$ cat src/rtl/cdc_arb_pkg.sv
// ---------------------------------------------------------------------------
// cdc_arb_pkg
// Shared types and constants for the CDC channel arbiter slice.
//   state_t            : handshake FSM states (IDLE, REQ, REL)
//   DEF_*              : default parameter values used by the interface and top
//   id_w()             : width of a requester index for a given requester count
// ---------------------------------------------------------------------------
package cdc_arb_pkg;

  typedef enum logic [1:0] {
    IDLE = 2'd0,
    REQ  = 2'd1,
    REL  = 2'd2
  } state_t;

  localparam int DEF_NUM_REQ        = 4;
  localparam int DEF_DATA_W         = 8;
  localparam int DEF_TIMEOUT_CYCLES = 64;

  // Index width; never narrower than one bit so two requesters still get a bit.
  function automatic int id_w(input int n);
    return (n <= 2) ? 1 : $clog2(n);
  endfunction

endpackage

$ cat src/rtl/cdc_channel_arbiter_if.sv
// ---------------------------------------------------------------------------
// cdc_channel_arbiter_if
// Bundles the requester side and the CDC channel side of the arbiter.
//   req_valid/req_data/req_ready : NUM_REQ requesters, word i at [i*DATA_W +: DATA_W]
//   xfer_req/xfer_data/xfer_id   : four-phase request, held word and its source index
//   xfer_ack_sync                : destination ack, already synchronized into clk
//   busy/done/timeout_err        : status
// Modports: slave = the arbiter, master = the surrounding environment.
// ---------------------------------------------------------------------------
interface cdc_channel_arbiter_if
  import cdc_arb_pkg::*;
#(
  parameter int NUM_REQ = DEF_NUM_REQ,
  parameter int DATA_W  = DEF_DATA_W
);
  localparam int ID_W = id_w(NUM_REQ);

  logic [NUM_REQ-1:0]        req_valid;
  logic [NUM_REQ*DATA_W-1:0] req_data;
  logic [NUM_REQ-1:0]        req_ready;
  logic                      xfer_req;
  logic [DATA_W-1:0]         xfer_data;
  logic [ID_W-1:0]           xfer_id;
  logic                      xfer_ack_sync;
  logic                      busy;
  logic                      done;
  logic                      timeout_err;

  modport slave (
    input  req_valid, req_data, xfer_ack_sync,
    output req_ready, xfer_req, xfer_data, xfer_id, busy, done, timeout_err
  );

  modport master (
    output req_valid, req_data, xfer_ack_sync,
    input  req_ready, xfer_req, xfer_data, xfer_id, busy, done, timeout_err
  );

endinterface

$ cat src/rtl/cdc_channel_arbiter_rr_arbiter.sv
// ---------------------------------------------------------------------------
// rr_arbiter
// Purely combinational round-robin pick.
//   valid : NUM_REQ request vector
//   ptr   : index of the last winner (lowest priority this round)
//   grant : one-hot of the winner, zero when nothing is valid
//   idx   : winner index (0 when nothing is valid)
//   any   : at least one request is valid
// ---------------------------------------------------------------------------
module rr_arbiter
  import cdc_arb_pkg::*;
#(
  parameter int NUM_REQ = DEF_NUM_REQ,
  parameter int ID_W    = id_w(NUM_REQ)
) (
  input  logic [NUM_REQ-1:0] valid,
  input  logic [ID_W-1:0]    ptr,
  output logic [NUM_REQ-1:0] grant,
  output logic [ID_W-1:0]    idx,
  output logic               any
);

  // cand_idx[k] is the index examined at priority position k: ptr+1, ptr+2, ... with wrap.
  logic [ID_W-1:0] cand_idx [NUM_REQ];

  for (genvar gi = 0; gi < NUM_REQ; gi++) begin : g_cand
    assign cand_idx[gi] = ID_W'((int'(ptr) + gi + 1) % NUM_REQ);
  end

  always_comb begin
    idx   = '0;
    any   = 1'b0;
    grant = '0;
    for (int k = 0; k < NUM_REQ; k++) begin
      if (!any && valid[cand_idx[k]]) begin
        any = 1'b1;
        idx = cand_idx[k];
      end
    end
    if (any) begin
      grant = NUM_REQ'(1) << idx;
    end
  end

endmodule

$ cat src/rtl/cdc_channel_arbiter.sv
// ---------------------------------------------------------------------------
// cdc_channel_arbiter
// Shares one four-phase req/ack CDC channel between NUM_REQ source-domain
// requesters. Round-robin picks a winner, captures its word, then runs
// req-high / ack-high / req-low / ack-low against the synchronized ack.
//   clk, rst : source clock, synchronous active-high reset
//   bus      : cdc_channel_arbiter_if.slave (requesters, channel, status)
// Optional build macro CDC_TIMEOUT_EN adds a per-phase timeout counter that
// abandons a stuck request and raises a sticky timeout_err; without it the
// block waits on the ack indefinitely and timeout_err is tied low.
// ---------------------------------------------------------------------------
module cdc_channel_arbiter
  import cdc_arb_pkg::*;
#(
  parameter int NUM_REQ        = DEF_NUM_REQ,
  parameter int DATA_W         = DEF_DATA_W,
  parameter int TIMEOUT_CYCLES = DEF_TIMEOUT_CYCLES
) (
  input  logic                 clk,
  input  logic                 rst,
  cdc_channel_arbiter_if.slave bus
);

  localparam int ID_W = id_w(NUM_REQ);

  if (NUM_REQ < 2 || NUM_REQ > 16) begin : g_bad_num_req
    $error("cdc_channel_arbiter: NUM_REQ must be in 2..16");
  end
  if (TIMEOUT_CYCLES < 2) begin : g_bad_timeout
    $error("cdc_channel_arbiter: TIMEOUT_CYCLES must be at least 2");
  end

  state_t            state_reg, state_next;
  logic              xfer_req_reg, xfer_req_next;
  logic [DATA_W-1:0] xfer_data_reg, xfer_data_next;
  logic [ID_W-1:0]   xfer_id_reg, xfer_id_next;
  logic [ID_W-1:0]   ptr_reg, ptr_next;
  logic              done_reg, done_next;

  logic [DATA_W-1:0] words [NUM_REQ];
  logic [NUM_REQ-1:0] arb_grant;
  logic [ID_W-1:0]    arb_idx;
  logic               arb_any;
  logic               grant_en;
  logic               accept;

  for (genvar gi = 0; gi < NUM_REQ; gi++) begin : g_words
    assign words[gi] = bus.req_data[gi*DATA_W +: DATA_W];
  end

  rr_arbiter #(
    .NUM_REQ (NUM_REQ),
    .ID_W    (ID_W)
  ) u_rr_arbiter (
    .valid (bus.req_valid),
    .ptr   (ptr_reg),
    .grant (arb_grant),
    .idx   (arb_idx),
    .any   (arb_any)
  );

  // A high ack in IDLE belongs to a transfer we no longer track (e.g. one cut
  // short by reset); granting now would confuse the destination's four-phase
  // sequence, so hold everyone off until it falls.
  assign grant_en      = (state_reg == IDLE) && !bus.xfer_ack_sync;
  assign bus.req_ready = grant_en ? arb_grant : '0;
  assign accept        = grant_en && arb_any;

`ifdef CDC_TIMEOUT_EN
  localparam int CNT_W = $clog2(TIMEOUT_CYCLES + 1);

  logic [CNT_W-1:0] tmo_cnt_reg, tmo_cnt_next;
  logic             timeout_err_reg, timeout_err_next;
  // Set when REQ was abandoned; suppresses done for that transfer.
  logic             tmo_abort_reg, tmo_abort_next;
`endif

  always_comb begin
    state_next     = state_reg;
    xfer_req_next  = xfer_req_reg;
    xfer_data_next = xfer_data_reg;
    xfer_id_next   = xfer_id_reg;
    ptr_next       = ptr_reg;
    done_next      = 1'b0;
`ifdef CDC_TIMEOUT_EN
    tmo_cnt_next     = tmo_cnt_reg;
    timeout_err_next = timeout_err_reg;
    tmo_abort_next   = tmo_abort_reg;
`endif

    case (state_reg)
      IDLE: begin
        if (accept) begin
          xfer_data_next = words[arb_idx];
          xfer_id_next   = arb_idx;
          ptr_next       = arb_idx;
          xfer_req_next  = 1'b1;
          state_next     = REQ;
        end
      end
      REQ: begin
        if (bus.xfer_ack_sync) begin
          xfer_req_next = 1'b0;
          state_next    = REL;
        end
`ifdef CDC_TIMEOUT_EN
        else if (tmo_cnt_reg == CNT_W'(TIMEOUT_CYCLES - 1)) begin
          xfer_req_next    = 1'b0;
          state_next       = REL;
          timeout_err_next = 1'b1;
          tmo_abort_next   = 1'b1;
        end
`endif
      end
      REL: begin
        if (!bus.xfer_ack_sync) begin
          state_next = IDLE;
`ifdef CDC_TIMEOUT_EN
          done_next      = !tmo_abort_reg;
          tmo_abort_next = 1'b0;
`else
          done_next      = 1'b1;
`endif
        end
`ifdef CDC_TIMEOUT_EN
        else if (tmo_cnt_reg == CNT_W'(TIMEOUT_CYCLES - 1)) begin
          timeout_err_next = 1'b1;
        end
`endif
      end
      default: begin
        state_next    = IDLE;
        xfer_req_next = 1'b0;
      end
    endcase

`ifdef CDC_TIMEOUT_EN
    // Phase timer: restarts on every state change, saturates at the limit.
    if (state_next != state_reg) begin
      tmo_cnt_next = '0;
    end else if (state_reg != IDLE && tmo_cnt_reg != CNT_W'(TIMEOUT_CYCLES)) begin
      tmo_cnt_next = tmo_cnt_reg + 1'b1;
    end
`endif
  end

  always_ff @(posedge clk) begin
    if (rst) begin
      state_reg     <= IDLE;
      xfer_req_reg  <= 1'b0;
      xfer_data_reg <= '0;
      xfer_id_reg   <= '0;
      ptr_reg       <= ID_W'(NUM_REQ - 1);
      done_reg      <= 1'b0;
`ifdef CDC_TIMEOUT_EN
      tmo_cnt_reg     <= '0;
      timeout_err_reg <= 1'b0;
      tmo_abort_reg   <= 1'b0;
`endif
    end else begin
      state_reg     <= state_next;
      xfer_req_reg  <= xfer_req_next;
      xfer_data_reg <= xfer_data_next;
      xfer_id_reg   <= xfer_id_next;
      ptr_reg       <= ptr_next;
      done_reg      <= done_next;
`ifdef CDC_TIMEOUT_EN
      tmo_cnt_reg     <= tmo_cnt_next;
      timeout_err_reg <= timeout_err_next;
      tmo_abort_reg   <= tmo_abort_next;
`endif
    end
  end

  assign bus.xfer_req  = xfer_req_reg;
  assign bus.xfer_data = xfer_data_reg;
  assign bus.xfer_id   = xfer_id_reg;
  assign bus.busy      = (state_reg != IDLE);
  assign bus.done      = done_reg;
`ifdef CDC_TIMEOUT_EN
  assign bus.timeout_err = timeout_err_reg;
`else
  assign bus.timeout_err = 1'b0;
`endif

endmodule

$ cat src/flat_wrapper.sv
// flat-port wrapper written by rule: the top's interface ports become plain ports
module cdc_channel_arbiter_flat import cdc_arb_pkg::*;
#(
  parameter int NUM_REQ        = DEF_NUM_REQ,
  parameter int DATA_W         = DEF_DATA_W,
  parameter int TIMEOUT_CYCLES = DEF_TIMEOUT_CYCLES
)
  (clk, rst, bus_req_valid, bus_req_data, bus_xfer_ack_sync, bus_req_ready, bus_xfer_req, bus_xfer_data, bus_xfer_id, bus_busy, bus_done, bus_timeout_err);
  cdc_channel_arbiter_if #(.NUM_REQ(NUM_REQ), .DATA_W(DATA_W)) bus_i ();
  input  logic clk;
  input  logic rst;
  input wire logic [$bits(bus_i.req_valid)-1:0] bus_req_valid;
  input wire logic [$bits(bus_i.req_data)-1:0] bus_req_data;
  input wire logic [$bits(bus_i.xfer_ack_sync)-1:0] bus_xfer_ack_sync;
  output wire logic [$bits(bus_i.req_ready)-1:0] bus_req_ready;
  output wire logic [$bits(bus_i.xfer_req)-1:0] bus_xfer_req;
  output wire logic [$bits(bus_i.xfer_data)-1:0] bus_xfer_data;
  output wire logic [$bits(bus_i.xfer_id)-1:0] bus_xfer_id;
  output wire logic [$bits(bus_i.busy)-1:0] bus_busy;
  output wire logic [$bits(bus_i.done)-1:0] bus_done;
  output wire logic [$bits(bus_i.timeout_err)-1:0] bus_timeout_err;
  assign bus_i.req_valid = bus_req_valid;
  assign bus_i.req_data = bus_req_data;
  assign bus_i.xfer_ack_sync = bus_xfer_ack_sync;
  assign bus_req_ready = bus_i.req_ready;
  assign bus_xfer_req = bus_i.xfer_req;
  assign bus_xfer_data = bus_i.xfer_data;
  assign bus_xfer_id = bus_i.xfer_id;
  assign bus_busy = bus_i.busy;
  assign bus_done = bus_i.done;
  assign bus_timeout_err = bus_i.timeout_err;
  cdc_channel_arbiter #(.NUM_REQ(NUM_REQ), .DATA_W(DATA_W), .TIMEOUT_CYCLES(TIMEOUT_CYCLES)) u_core (.clk(clk), .rst(rst), .bus(bus_i));
endmodule
$ cat config.mk
export PLATFORM = sky130hd
export DESIGN_NAME = cdc_channel_arbiter_flat
export DESIGN_NICKNAME = d
export VERILOG_FILES = /design/src/rtl/cdc_arb_pkg.sv /design/src/rtl/cdc_channel_arbiter_if.sv /design/src/rtl/cdc_channel_arbiter_rr_arbiter.sv /design/src/rtl/cdc_channel_arbiter.sv /design/src/flat_wrapper.sv
export SDC_FILE = /design/constraint.sdc
export NUM_CORES = 1
export LEC_CHECK = 0
export ABC_AREA = 1
export CORE_UTILIZATION = 41
export DETAILED_ROUTE_END_ITERATION = 7
export GPL_TIMING_DRIVEN = 0
export MAX_ROUTING_LAYER = met4
export PLACE_DENSITY_LB_ADDON = 0.08
export SETUP_SLACK_MARGIN = 0.1
export SLEW_MARGIN = 20
export SYNTH_ARGS = -nofsm -noshare
export SYNTH_HDL_FRONTEND = slang
export SYNTH_SLANG_ARGS = --single-unit
$ cat constraint.sdc
create_clock -name clk -period 6.16 [get_ports clk]
set_clock_uncertainty 0.15 [all_clocks]
set_input_delay 1.232 -clock clk [delete_from_list [all_inputs] [get_ports clk]]
set_output_delay 1.232 -clock clk [all_outputs]
set_load 0.005 [all_outputs]
; ---- Yosys cells after proc, flatten, opt, wreduce, memory -nomap -nowiden
; Index checks and enable logic that the tools add are counted.
[op_classes]
n_reduce_logical = 15
addsub = 6
order_cmp = 5
n_eq_ne = 5
n_bitwise = 2
n_shift = 1
muxes = 29
[ops]
columns = op, n
row1 = $bmux W8 S2, 1
row2 = $mux W8, 2
row3 = $mux W2, 7
row4 = $lt A2 B3 Y1 const B, 4
row5 = $mux W1, 11
row6 = $add A2 B1 Y2 const B, 4
row7 = $bmux W1 S2, 4
row8 = $mux W4, 2
row9 = $pmux W2 S3, 1
row10 = $reduce_and A3 Y1, 2
row11 = $logic_and A1 B1 Y1, 5
row12 = $add A2 B2 Y2 const B, 2
row13 = $logic_not A1 Y1, 4
row14 = $ne A2 B2 Y1 const B, 2
row15 = $shl A1 B2 Y4 const A, 1
row16 = $ge A3 B3 Y1 const B, 1
row17 = $not A2 Y3, 1
row18 = $pmux W1 S3, 1
row19 = $eq A2 B1 Y1 const B, 1
row20 = $eq A2 B2 Y1 const B, 1
row21 = $logic_not A2 Y1, 1
row22 = $ne A2 B1 Y1 const B, 1
row23 = $reduce_and A2 Y1, 1
row24 = $reduce_bool A2 Y1, 1
row25 = 2 further kinds, 2
[word_totals]
ff_bits = 16
inputBits = 39

; ---- Logic depth before layout (Yosys ltp)
[depth]
ltp_word = 17
depth_mapped = 16
depth_no_buf = 15

; ---- Modules after synthesis
; Synthesis repeated with hierarchy kept, for this count alone.
[hier_totals]
hier_cells = 236
area_unflattened_um2 = 1358.8
[modules_own_cells]
columns = module, area_per_inst_um2, cells_each, instances, seq_area_each_um2
row1 = cdc_channel_arbiter, 979.7, 161, 1, 320.3
row2 = rr_arbiter, 379.1, 75, 1, 0.0

; ---- Worst setup path after synthesis
; No wires, ideal clock.
[synth_path]
path_kind = input -> output
startpoint = in bus_req_valid[3]
endpoint = out bus_req_ready[0]
path_stages = 12
setup_slack_ns = 2.490
arrival_time_ns = 2.288
cell_sequence = nand2_1 -> nand2_1 -> nand2_1 -> nand2_2 -> nor2_4 -> nand3_2 -> nand2_4 -> nand2_8 -> buf_12 -> inv_1 -> nand2_1 -> nor2_1
[synth_via]
elab_chain_cells = 15
elab_cells_between_ends = 25
classes_between = shift (1) / mux (18) / reduce/logical (6)
[synth_lines]
columns = item, line_no
row1 = from (decl), flat_wrapper.sv:12  ; input wire logic [$bits(bus_i.req_valid)-1:0] bus_req_valid;
row2 = $bmux W1 S2, cdc_channel_arbiter_rr_arbiter.sv:35  ; if (!any && valid[cand_idx[k]]) begin
row3 = $mux W1 (not written as such), cdc_channel_arbiter_rr_arbiter.sv:35
row4 = $mux W1, cdc_channel_arbiter_rr_arbiter.sv:35
row5 = $logic_not A1 Y1, cdc_channel_arbiter_rr_arbiter.sv:35
row6 = $logic_and A1 B1 Y1, cdc_channel_arbiter_rr_arbiter.sv:35
row7 = $mux W1, cdc_channel_arbiter_rr_arbiter.sv:35
row8 = $logic_not A1 Y1, cdc_channel_arbiter_rr_arbiter.sv:35
row9 = $logic_and A1 B1 Y1, cdc_channel_arbiter_rr_arbiter.sv:35
row10 = $mux W1, cdc_channel_arbiter_rr_arbiter.sv:35
row11 = $logic_not A1 Y1, cdc_channel_arbiter_rr_arbiter.sv:35
row12 = $logic_and A1 B1 Y1, cdc_channel_arbiter_rr_arbiter.sv:35
row13 = $mux W2, cdc_channel_arbiter_rr_arbiter.sv:35
row14 = $shl A1 B2 Y4, cdc_channel_arbiter_rr_arbiter.sv:41  ; grant = NUM_REQ'(1) << idx;
row15 = $mux W4 (*), cdc_channel_arbiter_rr_arbiter.sv:40  ; if (any) begin
row16 = $mux W4 (*), cdc_channel_arbiter.sv:66  ; assign bus.req_ready = grant_en ? arb_grant : '0;
row17 = to (decl), flat_wrapper.sv:15  ; output wire logic [$bits(bus_i.req_ready)-1:0] bus_req_ready;
; Every way passes the cells marked *; elsewhere a longest branch is shown, timed or not. The select of a mux whose other input is x is not followed.

; ---- Final worst setup path
[layout_path]
startpoint = in bus_req_valid[0]
endpoint = out bus_req_ready[3]
; Same word-level chain as after synthesis.

==> summary.md <==
| Metric | Value |
|---|---|
| Root buffer cell | `clkbuf_4` |
| Critical path type | `in2out` |
| Post-Synthesis Cells | `230` |
| Minimum clock period after layout | `just under 5 ns` |
| Post-Syn Area | `~0.0013 mm2` |
| Synth cell types | `25` |
| Hold Crit Start | `u_core.state_reg[1]$_SDFFE_PP0P_` |
| DRC Markers | `0` |
| Post-CTS sizing | `0` |
| Worst-Skew Late Latency | `around 0.28 ns` |
| Via count | `around 1500` |
| Port buffer count | `55` |
| Arrival time worst endpoint | `about 3.5 ns` |
| Outcome | `finished, final reports clean` |
| Largest delay share family, worst path | `buffers and inverters` |
| Clk sinks | `16` |
| Yosys top cell area share | `0.242` |
| WHS Endpoint | `u_core.bus.done$_SDFF_PP0_` |
| GRT Total Usage | `0.207` |
| Grt total ovfl | `0` |
| Initial antenna violation count | `0` |
| VDD IR-drop max | `between 0.00015 and 0.0002 V` |
| H-Tree Depth | `1` |
| Inserted Diodes | `0` |
| Yosys warns | `0` |
| Syn Nets | `around 270` |
| First-pass GRT wire length | `~5400 um` |
| Crit. path cell count | `13` |
| Largest net degree at the start of global routing | `11` |
| Max FFs per register | `8` |
| DR pass1 iterations | `4` |
| Max-slew violations | `0` |
| Total Power | `approximately 760 uW` |
| WP buf/inv | `5` |
| R2R Setup Slk | `approximately 4 ns` |
| Sequential fraction of the synthesis area | `0.242` |
| Hold path depth | `2` |
| Die ar. | `0.00346 mm2` |
| HPWL after DPL | `between 2000 and 3000 um` |
| Power density over the cells | `approximately 390 mW/mm2` |
| Class of the worst hold path | `reg2reg` |
| Critical path launch point type | `input port` |
| Max-cap viol count | `0` |
| Setup Fix Bufs, Post-CTS | `0` |
| R2R Path End | `u_core.bus.xfer_data[4]$_SDFFE_PP0P_` |
| Drt total wl | `3240 um` |
| Fin Setup TNS | `0 ns` |
| Share of layout cells above drive strength 1 | `0.121` |
| Number of global-route vias before repair | `between 1000 and 1500` |
| Leak | `1.04 nW` |
| CP Max Fanout | `10` |
| Fin crit share | `0.787` |
| CTS tree | `built` |
| Routed len/inst | `around 10 um` |
| Endpoint type of the worst setup path | `output port` |
| P&R area growth vs syn | `48.4%` |
| Die W | `just under 60 um` |
| Initial core utilization | `0.434` |
| Register clock-pin slew on the reported worst setup and hold paths | `approximately 0.09 ns` |
| Crit path cell chain | `clkdlybuf4s50_1 > nand2_1 > nand2_1 > nand2_1 > nand2_1 > inv_1 > nand3_2 > nand2_1 > inv_2 > buf_2 > nand2_1 > nor2_1 > clkdlybuf4s50_1` |
| FF+latch count, synth | `16` |
| Mean Syn Cell Area | `5.76 um2` |
| Synth top area cells | `dfxtp_1, nand3_1, nand2_1, inv_1, nand2_2` |
| Nets | `approximately 330` |
| Die H | `58.9 um` |
| I/O pin count | `57` |
| Row count | `20` |
| Worst r2r src | `u_core.ptr_reg[0]$_SDFFE_PP1P_` |
| Slowest cell delay on critical path | `a little over 0.5 ns` |
| Vias per inst | `between 4 and 5` |
| CTS Buf Count | `3` |
| Fmax | `0.206 GHz` |
| Final Cell Area | `a little under 0.002 mm2` |
| Leading area contributor after synthesis | `dfxtp_1` |
| Crit path required time | `approximately 4.8 ns` |
| Gpl congestion | `0.804` |
| Post-route antenna net violation count | `0` |
| CTS Buffer Depth | `2` |
| Critical-path top delay cell | `clkdlybuf4s50_1` |
| Core area | `about 0.0031 mm2` |
| R2R cell count | `11` |
| Final setup fails | `0` |
| CTS hold repair buffers | `0` |
| RSZ-0062 raised after global routing | `false` |
| CP most frequent cell | `nand2_1` |
| DR iter-0 viols | `64` |
| Cell Area, Placed | `a little under 0.002 mm2` |
| Final hold viol count | `0` |
## cells in the final DEF (no fill, tap or decap), types with 2 or more instances in the layout
cell             instances
a21oi_1                  3
buf_2                    2
buf_4                    3
clkbuf_4                 3
clkdlybuf4s50_1         55
dfxtp_1                 16
inv_1                   50
inv_2                    2
nand2_1                 53
nand2_2                 16
nand3_1                 45
nor2_1                  22
nor2_2                   2
o211ai_1                 2
o21ai_0                  2
## metrics by stage
step | cells | util | setup slack [ns] | hold WS [ns]
after floorplan | 230 | - | 2.49 | 0.295
after global placement | 329 | 0.632 | 1.30 | 0.309
after detailed placement | 329 | 0.632 | 1.32 | 0.310
after CTS | 333 | 0.644 | 1.30 | 0.326
after global routing | 333 | 0.644 | 1.09 | 0.356
final | 333 | 0.644 | 1.31 | 0.321
## report_power, final
group	leakage, nW	total (mW)	internal (mW)	switching (mW)
Combinational	0.889	0.546	0.240	0.305
Clock	0.0210	0.0679	0.0360	0.0319
Sequential	0.132	0.150	0.131	0.0189
Total	1.04	0.763	0.408	0.356
## worst register-to-register path, delay by kind of cell (launching register included)
| kind | cells | cell delay [ns] |
|---|---|---|
| and+or+nand+nor | 8 | 1.01 |
| DFF | 1 | 0.46 |
| AOI/OAI and AO/OA | 1 | 0.27 |
| buffers and inverters | 2 | 0.20 |
## synthesized netlist by cell type
library cell / count
nand2_1: 53
inv_1: 50
nand3_1: 45
nor2_1: 22
dfxtp_1: 16
nand2_2: 16
a21oi_1: 3
buf_4: 3
buf_2: 2
inv_2: 2
nor2_2: 2
o211ai_1: 2
o21ai_0: 2
a211oi_1: 1
a31oi_1: 1
buf_12: 1
buf_6: 1
clkbuf_1: 1
conb_1: 1
nand2_4: 1
nand2_8: 1
nand3_2: 1
nand3b_1: 1
nor2_4: 1
nor3_1: 1
## final cells by class
type / instances / area, um2
Tap cell: 44 / 55.1
Clock buffer: 4 / 36.3
Multi-Input combinational cell: 154 / 742
Sequential cell: 16 / 320
Inverter: 52 / 195
Buffer: 8 / 67.6
Fill cell: 298 / 1090
Timing Repair Buffer: 55 / 551
## per-layer routing
metal,global-route usage,vias to the layer above,share of wire
li1,-,810,-
met1,0.240,657,0.46
met2,0.372,48,0.49
met3,0.0396,4,0.045
met4,0.0340,0,0.0083
met5,-,-,0
## worst max path at each step
stage	start	end	slack, ns
2_1_floorplan	bus_req_valid[3]	bus_req_ready[0]	2.49
3_3_place_gp	bus_req_valid[0]	bus_req_ready[3]	1.30
3_5_place_dp	bus_req_valid[0]	bus_req_ready[3]	1.32
4_1_cts	bus_req_valid[0]	bus_req_ready[3]	1.30
5_1_grt	bus_req_valid[0]	bus_req_ready[3]	1.09
6_report	bus_req_valid[0]	bus_req_ready[3]	1.31
## logic make-up after synthesis
logic type	Yosys count	share of synthesized area
flip-flops	16	0.242
AND/OR/NAND/NOR	144	0.517
buffers and inverters	60	0.198
other	1	0.00283
AO/OA/AOI/OAI	9	0.0406
Note: power is estimated with default switching activity, not from simulation.
